--- config.mk ---
export PLATFORM = sky130hd
export DESIGN_NAME = fft_stage_sequencer
export DESIGN_NICKNAME = d
export VERILOG_FILES = /design/src/rtl/fft_pkg.sv /design/src/rtl/fft_valid_delay.sv /design/src/rtl/fft_stage_sequencer.sv
export SDC_FILE = /design/constraint.sdc
export NUM_CORES = 1
export LEC_CHECK = 0
export CORE_UTILIZATION = 56
export DETAILED_ROUTE_END_ITERATION = 12
export GPL_ROUTABILITY_DRIVEN = 0
export GPL_TIMING_DRIVEN = 0
export MAX_ROUTING_LAYER = met4
export PLACE_DENSITY_LB_ADDON = 0.05
export RECOVER_POWER = 25
export SYNTH_ARGS = -nofsm -noshare
export SYNTH_HDL_FRONTEND = slang
export SYNTH_HIERARCHICAL = 1
export SYNTH_SLANG_ARGS = --single-unit
--- constraint.sdc ---
create_clock -name clk -period 5.94 [get_ports clk]
set_clock_uncertainty 0.15 [all_clocks]
set_input_delay 1.485 -clock clk [delete_from_list [all_inputs] [get_ports clk]]
set_output_delay 1.485 -clock clk [all_outputs]
set_load 0.01 [all_outputs]
--- src/rtl/fft_pkg.sv ---
// Shared types and default sizing for the radix-2 FFT stage sequencer.
package fft_pkg;

   typedef enum logic [1:0] {
      IDLE,
      RUN,
      DRAIN,
      DONE
   } state_t;

   localparam int LOG2N_DEF          = 3;
   localparam int BF_LATENCY_DEF     = 4;
   localparam int MEM_RD_LATENCY_DEF = 1;

endpackage

--- src/rtl/fft_valid_delay.sv ---
// Fixed-depth shift register that carries read strobes/addresses to write-back.
module fft_valid_delay #(
   parameter int DEPTH = 5,
   parameter int AW    = 3
) (
   input  logic          clk,
   input  logic          rst,
   input  logic          valid,
   input  logic [AW-1:0] addr0,
   input  logic [AW-1:0] addr1,
   output logic          q_valid,
   output logic [AW-1:0] q_addr0,
   output logic [AW-1:0] q_addr1
);

   logic [2*AW:0] line [DEPTH];

   always_ff @(posedge clk or posedge rst) begin
      if (rst) begin
         for (int i = 0; i < DEPTH; i++) line[i] <= '0;
      end else begin
         line[0] <= {valid, addr0, addr1};
         for (int i = 1; i < DEPTH; i++) line[i] <= line[i-1];
      end
   end

   assign {q_valid, q_addr0, q_addr1} = line[DEPTH-1];

endmodule

--- src/rtl/fft_stage_sequencer.sv ---
// In-place radix-2 DIT address/twiddle sequencer with a drained write pipeline.
module fft_stage_sequencer
   import fft_pkg::*;
#(
   parameter int LOG2N          = LOG2N_DEF,
   parameter int MEM_RD_LATENCY = MEM_RD_LATENCY_DEF,
   parameter int BF_LATENCY     = BF_LATENCY_DEF,
   localparam int KW = (LOG2N > 1) ? LOG2N - 1 : 1,
   localparam int SW = $clog2(LOG2N) + 1
) (
   input  logic             clk,
   input  logic             rst,
   input  logic             start,
   output logic             busy,
   output logic             done,
   output logic             rd_en,
   output logic [LOG2N-1:0] rd_addr0,
   output logic [LOG2N-1:0] rd_addr1,
   output logic [KW-1:0]    tw_idx,
   output logic [SW-1:0]    stage,
   output logic             wr_en,
   output logic [LOG2N-1:0] wr_addr0,
   output logic [LOG2N-1:0] wr_addr1
);

   localparam int HALF = (2**LOG2N) / 2;
   localparam int L    = MEM_RD_LATENCY + BF_LATENCY;
   localparam int DW   = (L > 1) ? $clog2(L) : 1;

   state_t           state;
   logic [KW-1:0]    k;
   logic [DW-1:0]    dcnt;

   logic [KW-1:0]    nk;
   logic [SW-1:0]    ns;
   logic [SW-1:0]    nsh;
   logic [LOG2N-1:0] nspan;
   logic [LOG2N-1:0] nlo;
   logic [LOG2N-1:0] n_a0;
   logic [LOG2N-1:0] n_a1;
   logic [KW-1:0]    n_tw;

   // Operands of the butterfly that would be issued next cycle.
   always_comb begin
      nk = '0;
      ns = '0;
      unique case (state)
         RUN: begin
            nk = k + KW'(1);
            ns = stage;
         end
         DRAIN: ns = stage + SW'(1);
         default: ns = '0;
      endcase
      nspan = LOG2N'(1) << ns;
      nlo   = LOG2N'(nk) & (nspan - LOG2N'(1));
      n_a0  = ((LOG2N'(nk) >> ns) << (ns + SW'(1))) + nlo;
      n_a1  = n_a0 + nspan;
      nsh   = SW'(LOG2N - 1) - ns;
      n_tw  = KW'(nlo << nsh);
   end

   always_ff @(posedge clk or posedge rst) begin
      if (rst) begin
         state    <= IDLE;
         k        <= '0;
         stage    <= '0;
         dcnt     <= '0;
         busy     <= 1'b0;
         done     <= 1'b0;
         rd_en    <= 1'b0;
         rd_addr0 <= '0;
         rd_addr1 <= '0;
         tw_idx   <= '0;
      end else begin
         unique case (state)
            IDLE: if (start) begin
               state    <= RUN;
               k        <= '0;
               stage    <= '0;
               busy     <= 1'b1;
               rd_en    <= 1'b1;
               rd_addr0 <= n_a0;
               rd_addr1 <= n_a1;
               tw_idx   <= n_tw;
            end
            RUN: if (k == KW'(HALF - 1)) begin
               state    <= DRAIN;
               dcnt     <= '0;
               rd_en    <= 1'b0;
               rd_addr0 <= '0;
               rd_addr1 <= '0;
               tw_idx   <= '0;
            end else begin
               k        <= nk;
               rd_addr0 <= n_a0;
               rd_addr1 <= n_a1;
               tw_idx   <= n_tw;
            end
            // Next stage reads only once the last write of this one is out.
            DRAIN: if (dcnt == DW'(L - 1)) begin
               if (stage == SW'(LOG2N - 1)) begin
                  state <= DONE;
                  done  <= 1'b1;
               end else begin
                  state    <= RUN;
                  stage    <= ns;
                  k        <= '0;
                  rd_en    <= 1'b1;
                  rd_addr0 <= n_a0;
                  rd_addr1 <= n_a1;
                  tw_idx   <= n_tw;
               end
            end else begin
               dcnt <= dcnt + DW'(1);
            end
            DONE: begin
               state <= IDLE;
               done  <= 1'b0;
               busy  <= 1'b0;
            end
         endcase
      end
   end

   fft_valid_delay #(
      .DEPTH(L),
      .AW   (LOG2N)
   ) u_dly (
      .clk    (clk),
      .rst    (rst),
      .valid  (rd_en),
      .addr0  (rd_addr0),
      .addr1  (rd_addr1),
      .q_valid(wr_en),
      .q_addr0(wr_addr0),
      .q_addr1(wr_addr1)
   );

endmodule
==> report_table.html, run 1 <==
<table>
<tr><th>Metric</th><th>Value</th></tr>
<tr><th colspan="2">Clock tree</th></tr>
<tr><td>Cts bufs inserted</td><td>5</td></tr>
<tr><td>Clock insertion delay at the later pin of the skew report</td><td>0.30 ns</td></tr>
<tr><td>CTS H-tree lvls</td><td>2</td></tr>
<tr><td>Cts-stage hold buffer count</td><td>0</td></tr>
<tr><td>Post_cts resized</td><td>0</td></tr>
<tr><td># clock sinks</td><td>56</td></tr>
<tr><td>Deepest clock path buffer count</td><td>2</td></tr>
<tr><td>Clock input transition at the sequential cells of the worst setup and hold paths</td><td>0.09 ns</td></tr>
<tr><td>CTS tree</td><td>done</td></tr>
<tr><td>Buffer cell driving the clock tree root</td><td>clkbuf_8</td></tr>
<tr><td>Setup repair bufs after CTS</td><td>0</td></tr>
<tr><th colspan="2">Critical path</th></tr>
<tr><td>Worst Path Required</td><td>6.01 ns</td></tr>
<tr><td>CP bufs+invs</td><td>4</td></tr>
<tr><td>Series of cell instances along the critical path</td><td>inv_1, ha_1, clkbuf_1, clkbuf_1, mux2i_1, ha_1, or4_1, nor4_1, fa_1, inv_1, fa_1, a21boi_0, a211oi_2, o31ai_2</td></tr>
<tr><td>Data arrival, critical path</td><td>4.97 ns</td></tr>
<tr><td>Cell type of the slowest stage on the worst timing path</td><td>or4_1</td></tr>
<tr><td>Critical path's largest stage delay</td><td>0.57 ns</td></tr>
<tr><td>Maximum net fanout on the critical path</td><td>10</td></tr>
<tr><td>Cell family contributing the most delay on the critical path</td><td>adder cells</td></tr>
<tr><td>Worst flop-to-flop path startpoint</td><td>state[0]$_DFFE_PP0P_</td></tr>
<tr><td>Worst Setup Start Kind</td><td>flop</td></tr>
<tr><td>Category of the worst setup path capture point</td><td>flop</td></tr>
<tr><td>Category of the critical setup timing path</td><td>flop to flop</td></tr>
<tr><td>Setup crit start</td><td>state[0]$_DFFE_PP0P_</td></tr>
<tr><th colspan="2">Routing</th></tr>
<tr><td>Residual DRC</td><td>0</td></tr>
<tr><td>Detail Route met2 WL</td><td>2228 um</td></tr>
<tr><td>Number of nets with antenna violations after routing</td><td>0</td></tr>
<tr><td>Count of vias placed by the detailed router</td><td>1663</td></tr>
<tr><td>Number of violations reported at the end of detailed-routing iteration 0</td><td>113</td></tr>
<tr><td>Average detailed-routed wire length per instance</td><td>15.05 um</td></tr>
<tr><td>Highest layer used for signal routing</td><td>met4</td></tr>
<tr><td>Met1 wire length</td><td>1937 um</td></tr>
<tr><td>Detail Route met3 WL</td><td>195 um</td></tr>
<tr><td>Via/cell ratio</td><td>5.695</td></tr>
<tr><td>Wire length after detailed routing</td><td>4394 um</td></tr>
<tr><td>First-pass iteration count of the detailed router</td><td>4</td></tr>
<tr><th colspan="2">Timing</th></tr>
<tr><td>Total of endpoints with negative setup slack in the final report</td><td>0</td></tr>
<tr><td>Slew Limit Headroom</td><td>0.4345</td></tr>
<tr><td>Fin. max-slew vios</td><td>0</td></tr>
<tr><td>Setup Total Neg Slack</td><td>0 ns</td></tr>
<tr><td>RSZ-0062 raised after global routing</td><td>no</td></tr>
<tr><td>Setup slack after layout</td><td>1.035 ns</td></tr>
<tr><td>Time the final worst path needs with I/O delays and setup</td><td>4.905 ns</td></tr>
<tr><td>Post-route fraction of the period consumed by the critical path</td><td>0.8257</td></tr>
<tr><td>Max frequency</td><td>0.2039 GHz</td></tr>
<tr><td>Total count of hold-check failures in the final report</td><td>0</td></tr>
<tr><td>Slew @ Worst Pin</td><td>0.8473 ns</td></tr>
<tr><th colspan="2">Power and ir drop</th></tr>
<tr><td>Power Internal</td><td>0.8731 mW</td></tr>
<tr><td>Net Sw Power</td><td>0.5258 mW</td></tr>
<tr><td>Proportion of power drawn by the clock network</td><td>0.140</td></tr>
<tr><td>Fraction of power spent switching nets</td><td>0.3759</td></tr>
<tr><td>Sequential fraction of design power</td><td>0.403</td></tr>
<tr><td>Cell area power density</td><td>490.8 mW/mm2</td></tr>
<tr><td>Combinational share of power</td><td>0.458</td></tr>
<tr><td>Leakage power of the design</td><td>1.336 nW</td></tr>
<tr><td>Largest vdd supply drop</td><td>0.0002805 V</td></tr>
<tr><th colspan="2">Floorplanning</th></tr>
<tr><td>Initial cell density of the core</td><td>0.5992</td></tr>
<tr><td>Die footprint</td><td>0.004641 mm2</td></tr>
<tr><td>Core Area</td><td>0.004086 mm2</td></tr>
<tr><td>I/O pin total</td><td>24</td></tr>
<tr><td>Die width</td><td>68.13 um</td></tr>
<tr><td>Cell Rows</td><td>23</td></tr>
<tr><td>Chip Height</td><td>68.13 um</td></tr>
<tr><th colspan="2">Cells and area</th></tr>
<tr><td>ANT cells</td><td>0</td></tr>
<tr><td>Final-stage net count</td><td>263</td></tr>
<tr><td>Area of the multi-input gates</td><td>919.6 um2</td></tr>
<tr><td>Final design area excluding fillers</td><td>0.002850 mm2</td></tr>
<tr><td>Total of fill cells in the finished design</td><td>310</td></tr>
<tr><td>Synthesis-to-finish area growth</td><td>16.40%</td></tr>
<tr><td>Share of cells above drive strength 1</td><td>0.1033</td></tr>
<tr><td>Register area</td><td>0.001401 mm2</td></tr>
<tr><th colspan="2">Place</th></tr>
<tr><td>Port bufs</td><td>23</td></tr>
<tr><td>Total placed instance area</td><td>0.002741 mm2</td></tr>
<tr><td>Setup slack at placement</td><td>1.144 ns</td></tr>
<tr><td>Placed wire-length estimate</td><td>3278 um</td></tr>
<tr><th colspan="2">Synth</th></tr>
<tr><td>Cell types occupying the most area after synthesis</td><td>dfrtp_1 (57%), ha_1 (8.2%), nand2_1 (3.8%)</td></tr>
<tr><td>Post-Syn Area</td><td>0.002449 mm2</td></tr>
<tr><td>Simple-gate portion of the synthesized area</td><td>0.1303</td></tr>
<tr><td>Mean instance size in the synthesized netlist</td><td>11.60 um2</td></tr>
<tr><td>Yosys warnings</td><td>6</td></tr>
<tr><td>Xor and xnor area share after synthesis</td><td>0.003577</td></tr>
<tr><td>Sequential-to-total area share from yosys stat</td><td>0.5723</td></tr>
<tr><td>Most area-hungry cell type in the Yosys netlist</td><td>dfrtp_1</td></tr>
<tr><td>Largest family of logic cells by synthesized area</td><td>compound AO/OA/AOI/OAI gates</td></tr>
<tr><td>Fraction of the mapped netlist area in adder cells</td><td>0.09811</td></tr>
<tr><td>Post-synthesis cell count</td><td>211</td></tr>
<tr><td>Fraction of the mapped netlist area in compound gates</td><td>0.1349</td></tr>
<tr><td>Multiplexer share of the synthesized area</td><td>0.008687</td></tr>
<tr><td>Synth cell types</td><td>50</td></tr>
<tr><td>Synthesized netlist net count</td><td>232</td></tr>
<tr><td>Total of flip-flops plus latches after synthesis</td><td>56</td></tr>
<tr><td>Yosys top cell area share</td><td>0.5723</td></tr>
<tr><th colspan="2">Worst hold path</th></tr>
<tr><td>Min-Delay Startpoint</td><td>u_dly/line[14]$_DFF_PP0_</td></tr>
<tr><td>Worst min-delay path class</td><td>flop to flop</td></tr>
<tr><th colspan="2">Status</th></tr>
<tr><td>Outcome</td><td>completed</td></tr>
<tr><th colspan="2">Global route</th></tr>
<tr><td>Via count of the first global-routing pass</td><td>1638</td></tr>
<tr><td>Wire length of the first global-routing pass</td><td>7465 um</td></tr>
<tr><td>Global Route Usage Sum</td><td>0.2279</td></tr>
<tr><td>GRT Residual Overflow</td><td>0</td></tr>
<tr><td>Number of antenna violations at the first check in global routing</td><td>0</td></tr>
<tr><td>Largest net degree at the start of global routing</td><td>36</td></tr>
<tr><th colspan="2">Flow run</th></tr>
<tr><td>Total of max-cap violations</td><td>0</td></tr>
</table>
[metrics by stage]
stage | instances | power, mW | hold WS, ns | util
detailed placement | 284 | 1.202 | 0.1847 | 0.6709
global placement | 284 | 1.166 | 0.1815 | 0.6709
global route | 292 | 1.505 | 0.2098 | 0.6975
finish | 292 | 1.399 | 0.2041 | 0.6975
floorplan | 211 | 0.9939 | 0.1812 | -
CTS | 291 | 1.400 | 0.2049 | 0.6908
[registers in the layout (all words and copies together), names as in the netlist, 2 cells and up]
| name | count |
|---|---|
| dcnt | 3 |
| k | 2 |
| rd_addr0 | 3 |
| rd_addr1 | 3 |
| stage | 3 |
| state | 2 |
| tw_idx | 2 |
| u_dly/line | 28 |
| u_dly/q_addr0 | 3 |
| u_dly/q_addr1 | 3 |
[area by class of cell]
type,instances,area share
Multi-Input combinational cell,130,0.3227
Clock inverter,1,0.003073
Clock buffer,6,0.02546
Timing Repair Buffer,24,0.09043
Inverter,14,0.01844
Tap cell,50,0.02195
Sequential cell,56,0.4917
Buffer,11,0.02634
[cells by family (layout without fill, tap and decap cells)]
family	after synthesis	in the layout
AND/OR/NAND/NOR	61	61
buffers and inverters	25	56
flip-flops	56	56
multiplexers	2	2
AO/OA/AOI/OAI	48	48
adder cells (fa/ha/maj)	18	18
XOR/XNOR	1	1
[per-layer routing]
layer / global-route usage / up-vias
li1: - / 785
met1: 0.2873 / 829
met2: 0.3750 / 45
met3: 0.04167 / 4
met4: 0.06510 / 0
met5: - / -
[worst reg2reg max path, stage by stage (launching register included)]
cell,delay [ns]
dfrtp_1,0.43
inv_1,0.14
ha_1,0.28
clkbuf_1,0.39
clkbuf_1,0.44
mux2i_1,0.26
ha_1,0.40
or4_1,0.57
nor4_1,0.34
fa_1,0.51
inv_1,0.09
fa_1,0.18
a21boi_0,0.33
a211oi_2,0.09
o31ai_2,0.22
[placed cells by master, fill, tap and decap left out, types with 2 or more instances in the layout]
cell type        instances
nand2b_1                 4
nor2_1                   5
inv_1                   13
buf_4                    7
dfrtp_1                 56
nor3_1                   2
a31oi_1                  2
fa_1                     2
a22o_1                   2
a21oi_1                  7
o31ai_1                  3
nand2_1                 25
clkbuf_1                 4
nor3b_1                  2
nor4_1                   2
nand3_1                  5
ha_1                    16
o21ai_0                 16
o2bb2ai_1                2
nor2b_1                  5
clkbuf_8                 5
o211a_1                  2
clkdlybuf4s50_1         23
[final timing paths]
check,to,slack [ns],cells past startpoint
max,rd_addr1[2]$_DFFE_PP0P_,1.04,14
min,u_dly/line[7]$_DFF_PP0_,0.20,0
max reg2reg,rd_addr1[2]$_DFFE_PP0P_,1.04,14
min reg2reg,u_dly/line[7]$_DFF_PP0_,0.20,0
max in group asynchronous,k[0]$_DFFE_PP0P_,3.58,2
min in group asynchronous,u_dly/line[32]$_DFF_PP0_,1.34,2
[power groups by stage]
stage	Sequential [mW]	Clock [mW]	Combinational [mW]
floorplan	0.568	0	0.426
global placement	0.563	0	0.604
global route	0.579	0.215	0.712
finish	0.563	0.196	0.640
CTS	0.566	0.200	0.634
detailed placement	0.573	0	0.629
[synth_stat cells (all sizes together)]
| cell | count |
|---|---|
| nor4 | 2 |
| and2b | 1 |
| and3 | 1 |
| inv | 14 |
| o31a | 1 |
| a22o | 3 |
| o2bb2ai | 2 |
| nand2b | 4 |
| a21boi | 1 |
| o211a | 2 |
| o21ai | 18 |
| nand2 | 25 |
| ha | 16 |
| o31ai | 4 |
| nor3 | 2 |
| dfrtp | 56 |
| clkbuf | 3 |
| nand3 | 5 |
| or3b | 1 |
| nor3b | 2 |
| nand3b | 1 |
| o32a | 1 |
| a211o | 1 |
| a21oi | 7 |
| a32o | 1 |
| a31oi | 2 |
| mux2i | 1 |
| or4 | 3 |
| a211oi | 2 |
| nor2 | 5 |
| and2 | 2 |
| buf | 8 |
| nor2b | 5 |
| or4b | 1 |
| a21o | 1 |
| o211ai | 1 |
| mux2 | 1 |
| fa | 2 |
| or3 | 1 |
| xor2 | 1 |
| o311ai | 1 |
(Power assumes the default switching activity.)
==> run 2: changes to the inputs <==
==> constraint.sdc (replaced) <==
create_clock -name clk -period 4.8 [get_ports clk]
set_clock_uncertainty 0.15 [all_clocks]
set_input_delay 1.2 -clock clk [delete_from_list [all_inputs] [get_ports clk]]
set_output_delay 1.2 -clock clk [all_outputs]
set_load 0.01 [all_outputs]
==> run 2 against run 1 <==
Net effect: cell count stayed put; hold slack stayed put; critical path depth increased by 2; wire length is essentially flat; critical path type unchanged; first-iteration DRC count up 8.8%; die area unchanged; combinational power grew 25%; largest power group unchanged.
==> report_table.html, run 2 (synthesis results as in run 1) <==
<table>
<tr><th>Metric</th><th>Value</th></tr>
<tr><th colspan="2">Status</th></tr>
<tr><td>Outcome</td><td>completed</td></tr>
<tr><th colspan="2">Critical path</th></tr>
<tr><td>Worst Setup Start Kind</td><td>flop</td></tr>
<tr><td>Cell family contributing the most delay on the critical path</td><td>adder cells</td></tr>
<tr><td>Series of cell instances along the critical path</td><td>inv_1, ha_1, clkbuf_2, clkbuf_2, mux2i_2, inv_1, ha_1, or4_1, nor3_1, ha_1, fa_1, inv_1, fa_1, a21boi_1, a211oi_2, o31ai_2</td></tr>
<tr><td>CP bufs+invs</td><td>5 (+1)</td></tr>
<tr><td>Cell type of the slowest stage on the worst timing path</td><td>or4_1</td></tr>
<tr><td>Data arrival, critical path</td><td>4.52 ns (-0.45 ns)</td></tr>
<tr><td>Maximum net fanout on the critical path</td><td>10 (unchanged)</td></tr>
<tr><td>Worst-case reg-to-reg path depth</td><td>16 (+2)</td></tr>
<tr><td>Worst flop-to-flop path startpoint</td><td>state[0]$_DFFE_PP0P_</td></tr>
<tr><td>Reg-to-reg critical path endpoint</td><td>rd_addr1[2]$_DFFE_PP0P_</td></tr>
<tr><td>Category of the critical setup timing path</td><td>flop to flop</td></tr>
<tr><td>Worst Path Required</td><td>4.87 ns (-1.14 ns)</td></tr>
<tr><td>Category of the worst setup path capture point</td><td>flop</td></tr>
<tr><td>Minimum setup slack among reg-to-reg paths</td><td>0.34 ns (-0.69 ns)</td></tr>
<tr><td>Critical path's largest stage delay</td><td>0.55 ns (-0.02 ns)</td></tr>
<tr><th colspan="2">Clock tree</th></tr>
<tr><td>Setup repair bufs after CTS</td><td>0 (unchanged)</td></tr>
<tr><td>Clock insertion delay at the later pin of the skew report</td><td>0.30 ns (about the same)</td></tr>
<tr><td>Buffer cell driving the clock tree root</td><td>clkbuf_8</td></tr>
<tr><td>Clock input transition at the sequential cells of the worst setup and hold paths</td><td>0.09 ns (about the same)</td></tr>
<tr><td>Cts bufs inserted</td><td>5 (unchanged)</td></tr>
<tr><td>Cts-stage hold buffer count</td><td>0 (unchanged)</td></tr>
<tr><td>CTS H-tree lvls</td><td>2 (unchanged)</td></tr>
<tr><td>Post_cts resized</td><td>1 (+1)</td></tr>
<tr><td>CTS tree</td><td>done</td></tr>
<tr><td>Deepest clock path buffer count</td><td>2 (unchanged)</td></tr>
<tr><td># clock sinks</td><td>56 (unchanged)</td></tr>
<tr><th colspan="2">Global route</th></tr>
<tr><td>GRT Residual Overflow</td><td>0 (unchanged)</td></tr>
<tr><td>Largest net degree at the start of global routing</td><td>36 (unchanged)</td></tr>
<tr><td>Global Route Usage Sum</td><td>0.2286 (+0.0007375)</td></tr>
<tr><td>Via count of the first global-routing pass</td><td>1642 (+0.24%)</td></tr>
<tr><td>Wire length of the first global-routing pass</td><td>7486 um (+0.28%)</td></tr>
<tr><td>Number of antenna violations at the first check in global routing</td><td>0 (unchanged)</td></tr>
<tr><th colspan="2">Routing</th></tr>
<tr><td>First-pass iteration count of the detailed router</td><td>5 (+1)</td></tr>
<tr><td>Count of vias placed by the detailed router</td><td>1664 (+0.060%)</td></tr>
<tr><td>Residual DRC</td><td>0 (unchanged)</td></tr>
<tr><td>Average detailed-routed wire length per instance</td><td>15.03 um (about the same)</td></tr>
<tr><td>Wire length after detailed routing</td><td>4390 um (about the same)</td></tr>
<tr><td>Via/cell ratio</td><td>5.699 (about the same)</td></tr>
<tr><td>Number of violations reported at the end of detailed-routing iteration 0</td><td>123 (+8.8%)</td></tr>
<tr><td>Number of nets with antenna violations after routing</td><td>0 (unchanged)</td></tr>
<tr><th colspan="2">Floorplanning</th></tr>
<tr><td>Core Area</td><td>0.004086 mm2 (unchanged)</td></tr>
<tr><td>Cell Rows</td><td>23 (unchanged)</td></tr>
<tr><td>Die width</td><td>68.13 um (unchanged)</td></tr>
<tr><td>I/O pin total</td><td>24 (unchanged)</td></tr>
<tr><td>Chip Height</td><td>68.13 um (unchanged)</td></tr>
<tr><td>Initial cell density of the core</td><td>0.5992 (unchanged)</td></tr>
<tr><td>Die footprint</td><td>0.004641 mm2 (unchanged)</td></tr>
<tr><th colspan="2">Place</th></tr>
<tr><td>Placed wire-length estimate</td><td>3278 um (unchanged)</td></tr>
<tr><td>Placed cells</td><td>284 (unchanged)</td></tr>
<tr><td>Total placed instance area</td><td>0.002741 mm2 (unchanged)</td></tr>
<tr><td>Setup slack at placement</td><td>0.004110 ns (-1.140 ns)</td></tr>
<tr><td>Port bufs</td><td>23 (unchanged)</td></tr>
<tr><th colspan="2">Cells and area</th></tr>
<tr><td>Synthesis-to-finish area growth</td><td>16.86%</td></tr>
<tr><td>Final design area excluding fillers</td><td>0.002861 mm2 (+0.40%)</td></tr>
<tr><td>Share of cells above drive strength 1</td><td>0.1198 (+0.01653)</td></tr>
<tr><td>Total of fill cells in the finished design</td><td>311 (+0.32%)</td></tr>
<tr><td>Leading cell types in the layout, fill and taps excluded</td><td>dfrtp_1 (56), nand2_1 (25), clkdlybuf4s50_1 (23), o21ai_0 (16), ha_1 (16)</td></tr>
<tr><td>ANT cells</td><td>0 (unchanged)</td></tr>
<tr><td>Most flops, register</td><td>u_dly/line</td></tr>
<tr><td>Number of cells in the finished layout apart from fillers</td><td>292 (unchanged)</td></tr>
<tr><td>Max FFs per register</td><td>28 (unchanged)</td></tr>
<tr><td>Final-stage net count</td><td>263 (unchanged)</td></tr>
<tr><td>Most common library cell in the layout ignoring fill and taps</td><td>dfrtp_1</td></tr>
<tr><td>Util after Layout</td><td>0.7002 (+0.002756)</td></tr>
<tr><th colspan="2">Timing</th></tr>
<tr><td>Setup slack after layout</td><td>0.3443 ns (-0.6909 ns)</td></tr>
<tr><td>Setup Total Neg Slack</td><td>0 ns (unchanged)</td></tr>
<tr><td>Max frequency</td><td>0.2244 GHz (+10%)</td></tr>
<tr><td>Slew @ Worst Pin</td><td>0.8600 ns (+0.01265 ns)</td></tr>
<tr><td>Total of endpoints with negative setup slack in the final report</td><td>0 (unchanged)</td></tr>
<tr><td>Slew Limit Headroom</td><td>0.4260 (-0.008441)</td></tr>
<tr><td>Total count of hold-check failures in the final report</td><td>0 (unchanged)</td></tr>
<tr><td>Time the final worst path needs with I/O delays and setup</td><td>4.456 ns (-0.4491 ns)</td></tr>
<tr><td>Post-route fraction of the period consumed by the critical path</td><td>0.9283 (+0.1025)</td></tr>
<tr><td>Fin. max-slew vios</td><td>0 (unchanged)</td></tr>
<tr><td>RSZ-0062 raised after global routing</td><td>no</td></tr>
<tr><th colspan="2">Worst hold path</th></tr>
<tr><td>Worst min-delay path class</td><td>flop to flop</td></tr>
<tr><td>Min-Delay Startpoint</td><td>u_dly/line[14]$_DFF_PP0_</td></tr>
<tr><td>Min-Delay Endpoint</td><td>u_dly/line[7]$_DFF_PP0_</td></tr>
<tr><td>Number of cells on the worst hold path</td><td>0 (unchanged)</td></tr>
<tr><th colspan="2">Flow run</th></tr>
<tr><td>Total of max-cap violations</td><td>0 (unchanged)</td></tr>
<tr><th colspan="2">Power and ir drop</th></tr>
<tr><td>Cell area power density</td><td>608.0 mW/mm2 (+24%)</td></tr>
<tr><td>Leakage power of the design</td><td>1.342 nW (+0.45%)</td></tr>
<tr><td>Largest vdd supply drop</td><td>0.0003278 V (+17%)</td></tr>
</table>
-- run 2: cell counts in the layout (fill, tap and decap cells not counted) --
No cell type changed its count.
-- run 2: where the power goes --
group          internal [mW]  total (mW)  switching (mW)
sequential             0.624       0.697          0.0729
clock                  0.102       0.243           0.140
combinational          0.360       0.800           0.440
total                   1.09        1.74           0.653
-- run 2: routing by layer --
metal	up-vias	GRT usage	part of all wire
li1	786	-	-
met5	-	-	0
met2	43	0.3775	0.50
met3	8	0.04167	0.044
met4	0	0.06510	0.015
met1	827	0.2873	0.44
-- run 2: stage by stage --
stage / hold slack, ns / power, mW
2_1_floorplan: 0.1812 / 1.230
3_3_place_gp: 0.1815 / 1.443
3_5_place_dp: 0.1847 / 1.487
4_1_cts: 0.2049 / 1.734
5_1_grt: 0.2098 / 1.872
6_report: 0.2041 / 1.740
-- run 2: worst max path at each step --
stage | from | to | depth (start not counted)
final | state[0]$_DFFE_PP0P_ | rd_addr1[2]$_DFFE_PP0P_ | 16
after global routing | state[0]$_DFFE_PP0P_ | rd_addr1[2]$_DFFE_PP0P_ | 16
after CTS | state[0]$_DFFE_PP0P_ | rd_addr1[2]$_DFFE_PP0P_ | 15
after detailed placement | state[0]$_DFFE_PP0P_ | rd_addr1[2]$_DFFE_PP0P_ | 15
after global placement | state[0]$_DFFE_PP0P_ | rd_addr1[2]$_DFFE_PP0P_ | 14
after floorplan | state[0]$_DFFE_PP0P_ | rd_addr1[2]$_DFFE_PP0P_ | 14
-- run 2: final cells by class --
cell class / instances / area [um2] / share of cell area
flip-flops and latches: 56 / 1401 / 0.4897
multi-input cells: 130 / 928.4 / 0.3244
repair buffers: 24 / 257.7 / 0.09007
plain buffers: 11 / 77.57 / 0.02711
clock buffers: 6 / 72.57 / 0.02536
well taps: 50 / 62.56 / 0.02186
inverters: 14 / 52.55 / 0.01836
clock inverters: 1 / 8.758 / 0.003061
-- run 2: worst reg2reg max path: cells and delay by family (launching register included) --
family / cells / cell delay (ns)
fa+ha+maj: 5 / 1.39
flops: 1 / 0.41
simple gates: 2 / 0.76
compound gates: 3 / 0.56
mux: 1 / 0.31
buf+inv: 5 / 0.78
==> run 3: changes to the inputs <==
--- a/config.mk
+++ b/config.mk
@@ -10,7 +10,7 @@
 export GPL_ROUTABILITY_DRIVEN = 0
 export GPL_TIMING_DRIVEN = 0
 export MAX_ROUTING_LAYER = met4
-export PLACE_DENSITY_LB_ADDON = 0.05
+export PLACE_DENSITY = 0.75
 export RECOVER_POWER = 25
 export SYNTH_ARGS = -nofsm -noshare
 export SYNTH_HDL_FRONTEND = slang
==> run 3 against run 2 <==
Net effect: critical path depth shrank 2; sequential power about the same; total power is 0.88% higher; die area is the same; critical path type unchanged.
==> report_table.html, run 3 (synthesis results as in run 1) <==
<table>
<tr><th>Metric</th><th>Value</th></tr>
<tr><th colspan="2">Global route</th></tr>
<tr><td>GRT Residual Overflow</td><td>0 (unchanged)</td></tr>
<tr><td>Largest net degree at the start of global routing</td><td>36 (unchanged)</td></tr>
<tr><td>Via count of the first global-routing pass</td><td>1714 (+4.4%)</td></tr>
<tr><td>Global Route Usage Sum</td><td>0.2292 (+0.0005377)</td></tr>
<tr><td>Wire length of the first global-routing pass</td><td>7376 um (-1.5%)</td></tr>
<tr><td>Number of antenna violations at the first check in global routing</td><td>0 (unchanged)</td></tr>
<tr><th colspan="2">Clock tree</th></tr>
<tr><td>CTS tree</td><td>done</td></tr>
<tr><td>Deepest clock path buffer count</td><td>2 (unchanged)</td></tr>
<tr><td>Buffer cell driving the clock tree root</td><td>clkbuf_8</td></tr>
<tr><td>Setup repair bufs after CTS</td><td>0 (unchanged)</td></tr>
<tr><td>Clock input transition at the sequential cells of the worst setup and hold paths</td><td>0.09 ns (about the same)</td></tr>
<tr><td>Clock insertion delay at the later pin of the skew report</td><td>0.30 ns (about the same)</td></tr>
<tr><td># clock sinks</td><td>56 (unchanged)</td></tr>
<tr><td>Cts bufs inserted</td><td>5 (unchanged)</td></tr>
<tr><td>CTS H-tree lvls</td><td>2 (unchanged)</td></tr>
<tr><th colspan="2">Routing</th></tr>
<tr><td>Wire length after detailed routing</td><td>4468 um (+1.8%)</td></tr>
<tr><td>Number of nets with antenna violations after routing</td><td>0 (unchanged)</td></tr>
<tr><td>Average detailed-routed wire length per instance</td><td>15.25 um (+1.4%)</td></tr>
<tr><td>Via/cell ratio</td><td>5.659 (-0.70%)</td></tr>
<tr><td>Residual DRC</td><td>0 (unchanged)</td></tr>
<tr><td>Count of vias placed by the detailed router</td><td>1658 (-0.36%)</td></tr>
<tr><td>First-pass iteration count of the detailed router</td><td>4 (-1)</td></tr>
<tr><td>Number of violations reported at the end of detailed-routing iteration 0</td><td>125 (+1.6%)</td></tr>
<tr><th colspan="2">Critical path</th></tr>
<tr><td>Critical path's largest stage delay</td><td>0.55 ns (about the same)</td></tr>
<tr><td>Maximum net fanout on the critical path</td><td>10 (unchanged)</td></tr>
<tr><td>Worst Path Required</td><td>4.87 ns (about the same)</td></tr>
<tr><td>Category of the critical setup timing path</td><td>flop to flop</td></tr>
<tr><td>Cell type of the slowest stage on the worst timing path</td><td>or4_1</td></tr>
<tr><td>Worst Setup Start Kind</td><td>flop</td></tr>
<tr><td>Category of the worst setup path capture point</td><td>flop</td></tr>
<tr><td>Series of cell instances along the critical path</td><td>inv_1, ha_1, clkbuf_2, clkbuf_2, mux2i_2, ha_1, or4_1, nor4_1, fa_1, inv_1, fa_1, nor3b_1, a211oi_2, o31ai_2</td></tr>
<tr><td>Data arrival, critical path</td><td>4.53 ns (about the same)</td></tr>
<tr><th colspan="2">Cells and area</th></tr>
<tr><td>Leading cell types in the layout, fill and taps excluded</td><td>dfrtp_1 (56), nand2_1 (25), clkdlybuf4s50_1 (23), o21ai_0 (16), ha_1 (16)</td></tr>
<tr><td>Share of cells above drive strength 1</td><td>0.1235 (+0.003622)</td></tr>
<tr><td>Most common library cell in the layout ignoring fill and taps</td><td>dfrtp_1</td></tr>
<tr><td>ANT cells</td><td>0 (unchanged)</td></tr>
<tr><td>Most flops, register</td><td>u_dly/line</td></tr>
<tr><td>Final design area excluding fillers</td><td>0.002858 mm2 (-0.13%)</td></tr>
<tr><td>Final-stage net count</td><td>263 (unchanged)</td></tr>
<tr><td>Max FFs per register</td><td>28 (unchanged)</td></tr>
<tr><td>Number of cells in the finished layout apart from fillers</td><td>293 (+0.34%)</td></tr>
<tr><td>Synthesis-to-finish area growth</td><td>16.71%</td></tr>
<tr><th colspan="2">Place</th></tr>
<tr><td>Port bufs</td><td>23 (unchanged)</td></tr>
<tr><td>Total placed instance area</td><td>0.002741 mm2 (unchanged)</td></tr>
<tr><td>Setup slack at placement</td><td>-0.02108 ns (-0.02519 ns)</td></tr>
<tr><td>Placed wire-length estimate</td><td>3306 um (+0.86%)</td></tr>
<tr><td>Placed cells</td><td>284 (unchanged)</td></tr>
<tr><th colspan="2">Flow run</th></tr>
<tr><td>Total of max-cap violations</td><td>0 (unchanged)</td></tr>
<tr><th colspan="2">Power and ir drop</th></tr>
<tr><td>Cell area power density</td><td>614.1 mW/mm2 (+1.0%)</td></tr>
<tr><td>Leakage power of the design</td><td>1.342 nW (about the same)</td></tr>
<tr><td>Largest vdd supply drop</td><td>0.0003673 V (+12%)</td></tr>
<tr><th colspan="2">Timing</th></tr>
<tr><td>RSZ-0062 raised after global routing</td><td>no</td></tr>
<tr><td>Max frequency</td><td>0.2243 GHz (about the same)</td></tr>
<tr><td>Time the final worst path needs with I/O delays and setup</td><td>4.458 ns (+0.002437 ns)</td></tr>
<tr><td>Fin. max-slew vios</td><td>0 (unchanged)</td></tr>
<tr><td>Total of endpoints with negative setup slack in the final report</td><td>0 (unchanged)</td></tr>
<tr><td>Total count of hold-check failures in the final report</td><td>0 (unchanged)</td></tr>
<tr><td>Slew @ Worst Pin</td><td>0.8532 ns (-0.006736 ns)</td></tr>
<tr><td>Setup slack after layout</td><td>0.3419 ns (-0.002437 ns)</td></tr>
<tr><td>Post-route fraction of the period consumed by the critical path</td><td>0.9288 (about the same)</td></tr>
<tr><td>Slew Limit Headroom</td><td>0.4305 (+0.004496)</td></tr>
<tr><th colspan="2">Floorplanning</th></tr>
<tr><td>Die footprint</td><td>0.004641 mm2 (unchanged)</td></tr>
<tr><td>I/O pin total</td><td>24 (unchanged)</td></tr>
<tr><td>Chip Height</td><td>68.13 um (unchanged)</td></tr>
<tr><td>Core Area</td><td>0.004086 mm2 (unchanged)</td></tr>
<tr><td>Initial cell density of the core</td><td>0.5992 (unchanged)</td></tr>
<tr><td>Die width</td><td>68.13 um (unchanged)</td></tr>
<tr><td>Cell Rows</td><td>23 (unchanged)</td></tr>
<tr><th colspan="2">Worst hold path</th></tr>
<tr><td>Worst min-delay path class</td><td>flop to flop</td></tr>
<tr><th colspan="2">Status</th></tr>
<tr><td>Outcome</td><td>completed</td></tr>
</table>
[run 3: changes by cell type in the layout (fill, tap and decap cells not counted), sizes merged]
cell	previous run	this run
clkbuf	9	8
clkinvlp	0	1
clkinv	1	2
[run 3: timing repair]
item | CTS | global route
endpoints found under the setup margin | 1 | 1
resized for setup | 1 | 4
hold buffers | 0 | 0
pin swaps | 0 | 0
[run 3: worst max-delay path: cells and delay by family (launching register included)]
kind / cells / cell delay [ns]
DFF: 1 / 0.43
muxes: 1 / 0.16
AOI/OAI and AO/OA: 2 / 0.29
buffers and inverters: 4 / 0.78
adders and majority gates: 4 / 1.36
and+or+nand+nor: 3 / 1.21
[run 3: stage by stage]
step	power [mW]	setup TNS, ns	hold slack, ns	utilization
3_3_place_gp	1.443	0	0.1820	0.6709
6_report	1.755	0	0.2025	0.6993
4_1_cts	1.756	0	0.2053	0.6932
5_1_grt	1.895	0	0.2123	0.6993
3_5_place_dp	1.494	-0.02108	0.1847	0.6709
2_1_floorplan	1.230	0	0.1812	-
[run 3: layout make-up]
class | count | area [um2]
clock buffers | 5 | 68.82
multi-input cells | 130 | 923.4
fillers | 314 | 1229
flip-flops and latches | 56 | 1401
clock inverters | 3 | 21.27
repair buffers | 24 | 250.2
inverters | 14 | 52.55
well taps | 50 | 62.56
plain buffers | 11 | 77.57
[run 3: power breakdown]
group | switching (mW) | internal (mW)
clock network | 0.147 | 0.104
logic | 0.446 | 0.360
registers | 0.0748 | 0.624
total | 0.667 | 1.09
[run 3: routing by layer]
| metal | part of all wire | GRT usage | routed length [um] | vias to the layer above |
|---|---|---|---|---|
| met1 | 0.46 | 0.2802 | 2040 | 824 |
| met4 | 0.0090 | 0.07292 | 40 | 0 |
| met5 | 0 | - | 0 | - |
| met3 | 0.030 | 0.06500 | 134 | 6 |
| met2 | 0.50 | 0.3664 | 2253 | 39 |
| li1 | - | - | - | 789 |
[run 3: path summary, 6_finish.rpt]
| kind | from | to | slack (ns) | depth (start not counted) |
|---|---|---|---|---|
| worst max-delay path | state[0]$_DFFE_PP0P_ | rd_addr1[2]$_DFFE_PP0P_ | 0.34 | 14 |
| worst min-delay path | u_dly/line[31]$_DFF_PP0_ | u_dly/line[24]$_DFF_PP0_ | 0.20 | 0 |
| worst max register to register | state[0]$_DFFE_PP0P_ | rd_addr1[2]$_DFFE_PP0P_ | 0.34 | 14 |
| worst min register to register | u_dly/line[31]$_DFF_PP0_ | u_dly/line[24]$_DFF_PP0_ | 0.20 | 0 |
| max in group asynchronous | rst | rd_addr0[1]$_DFFE_PP0P_ | 2.73 | 2 |
| min in group asynchronous | rst | u_dly/line[7]$_DFF_PP0_ | 0.98 | 2 |
==> variant (settings of run 3) <==
Register the output `rd_addr0` once more, cleared by the reset; this adds one clock of latency there. The other outputs are not delayed to match.
--- a/src/rtl/fft_stage_sequencer.sv
+++ b/src/rtl/fft_stage_sequencer.sv
@@ -28,2 +28,4 @@
    localparam int DW   = (L > 1) ? $clog2(L) : 1;
+
+   logic [LOG2N-1:0] rd_addr0_s0;
 
@@ -71,3 +73,3 @@
          rd_en    <= 1'b0;
-         rd_addr0 <= '0;
+         rd_addr0_s0 <= '0;
          rd_addr1 <= '0;
@@ -82,3 +84,3 @@
                rd_en    <= 1'b1;
-               rd_addr0 <= n_a0;
+               rd_addr0_s0 <= n_a0;
                rd_addr1 <= n_a1;
@@ -90,3 +92,3 @@
                rd_en    <= 1'b0;
-               rd_addr0 <= '0;
+               rd_addr0_s0 <= '0;
                rd_addr1 <= '0;
@@ -95,3 +97,3 @@
                k        <= nk;
-               rd_addr0 <= n_a0;
+               rd_addr0_s0 <= n_a0;
                rd_addr1 <= n_a1;
@@ -109,3 +111,3 @@
                   rd_en    <= 1'b1;
-                  rd_addr0 <= n_a0;
+                  rd_addr0_s0 <= n_a0;
                   rd_addr1 <= n_a1;
@@ -132,3 +134,3 @@
       .valid  (rd_en),
-      .addr0  (rd_addr0),
+      .addr0  (rd_addr0_s0),
       .addr1  (rd_addr1),
@@ -139,2 +141,10 @@
 
+   always_ff @(posedge clk or posedge rst) begin
+      if (rst) begin
+         rd_addr0 <= '0;
+      end else begin
+         rd_addr0 <= rd_addr0_s0;
+      end
+   end
+
 endmodule
Check against the original RTL: not equivalent (a bounded check fails within 4 cycles, from zero or initial values and one cycle with rst high).
==> variant against run 3 <==
Non-clock buffer count unchanged; first-iteration DRC count did not move; global-route usage decreased by 1.1 points; total power rose by 16%; wire length rose by 1.8%; worst hold slack got worse by 6.0 ps; setup slack got worse by 82 ps; count of clock-buffer cells in the layout grew 4; sequential cell count up 3; area after synthesis rose by 3.4%; final area up 6.7%; largest cell class unchanged.
==> variant: results (changes against run 3) <==
.. list-table::
   :header-rows: 1

   * - Metric
     - Value
   * - CTS resizes
     - 0 (-1)
   * - Highest net fanout along the worst path
     - 6 (-4)
   * - Post-layout net count
     - 273 (+3.8%)
   * - GRT Resource Usage Total
     - 21.82% (-1.1 points)
   * - Top cells by area in the synthesized netlist
     - sky130_fd_sc_hd__dfrtp_1 (58%), sky130_fd_sc_hd__ha_1 (7.9%), sky130_fd_sc_hd__o21ai_0 (4.2%)
   * - Wire length of the first global-routing pass
     - 7714 um (+4.6%)
   * - Arithmetic-cell share of the synthesized area counting full adders, half adders and majority gates
     - 9.486% (-0.32 points)
   * - Post-synthesis mux area share
     - 1.729% (+0.86 points)
   * - Fin cells
     - 309 (+5.5%)
   * - Minimum setup slack after placement
     - 248.6 ps (+269.7 ps)
   * - Placed cell area
     - 2828 sq um (+3.1%)
   * - Critical path's slowest cell
     - sky130_fd_sc_hd__a2111oi_0
   * - Synthesized net count
     - 238 (+2.6%)
   * - Result of the run
     - completed
   * - Fraction of final layout cells with drive strength greater than 1
     - 12.84% (+0.49 points)
   * - End point of the most critical hold path
     - u_dly/line[23]
   * - Worst setup slack after layout
     - 259.5 ps (-82.34 ps)
   * - Switching part of the total power
     - 37.27% (-0.75 points)
   * - Worst VDD drop
     - 0.2781 mV (-24%)
   * - Clock network latency to the later pin of the worst-skew pair
     - 330 ps (+30 ps)
   * - Most frequent cells after synthesis
     - sky130_fd_sc_hd__dfrtp_1 (59), sky130_fd_sc_hd__nand2_1 (24), sky130_fd_sc_hd__o21ai_0 (21), sky130_fd_sc_hd__ha_1 (16), sky130_fd_sc_hd__nor2_1 (14)
   * - Clock transition at the register clock pins on the worst setup and hold paths after CTS
     - 70 ps (-20 ps)
   * - Average via count per standard cell
     - 5.440 (-3.9%)
   * - Setup crit start
     - state[1]
   * - Slew @ Worst Pin
     - 939.3 ps (+86.05 ps)
   * - Number of buffers created by CTS
     - 9 (+4)
   * - Arrival time at the worst endpoint
     - 4640 ps (+110 ps)
   * - Final-layout worst hold slack
     - 196.4 ps (-6.042 ps)
   * - Aggregate routed wire length
     - 4550 um (+1.8%)
   * - Leak Pwr
     - 1.425 nW (+6.2%)
   * - Count of placed standard cells including taps
     - 292 (+2.8%)
   * - Delay of the slowest cell on the worst path
     - 520 ps (-30 ps)
variant: layout make-up:
class / instances / area, sq um / share of cell area (%)
sequential: 59 / 1476 / 48.44
tap: 52 / 65.06 / 2.135
timing repair buffer: 24 / 250.2 / 8.210
clock inverter: 7 / 76.32 / 2.504
inverter: 11 / 41.29 / 1.355
clock buffer: 9 / 123.9 / 4.064
multi-input combinational: 136 / 935.9 / 30.71
buffer: 11 / 78.83 / 2.586
variant: power groups by stage:
stage               Combinational, mW  Sequential, mW  Clock [mW]
detailed placement              0.837           0.753           0
CTS                             0.840           0.749       0.462
finish                          0.840           0.745       0.450
global route                    0.950           0.766       0.487
floorplan                       0.578           0.747           0
global placement                0.818           0.741           0
variant: routing by layer:
metal,track usage (%),up-vias,share of wire (%)
met5,-,-,0
met4,9.297,0,1.4
met3,7.703,6,4.3
met2,31.72,46,50
met1,27.95,816,44
li1,-,813,-
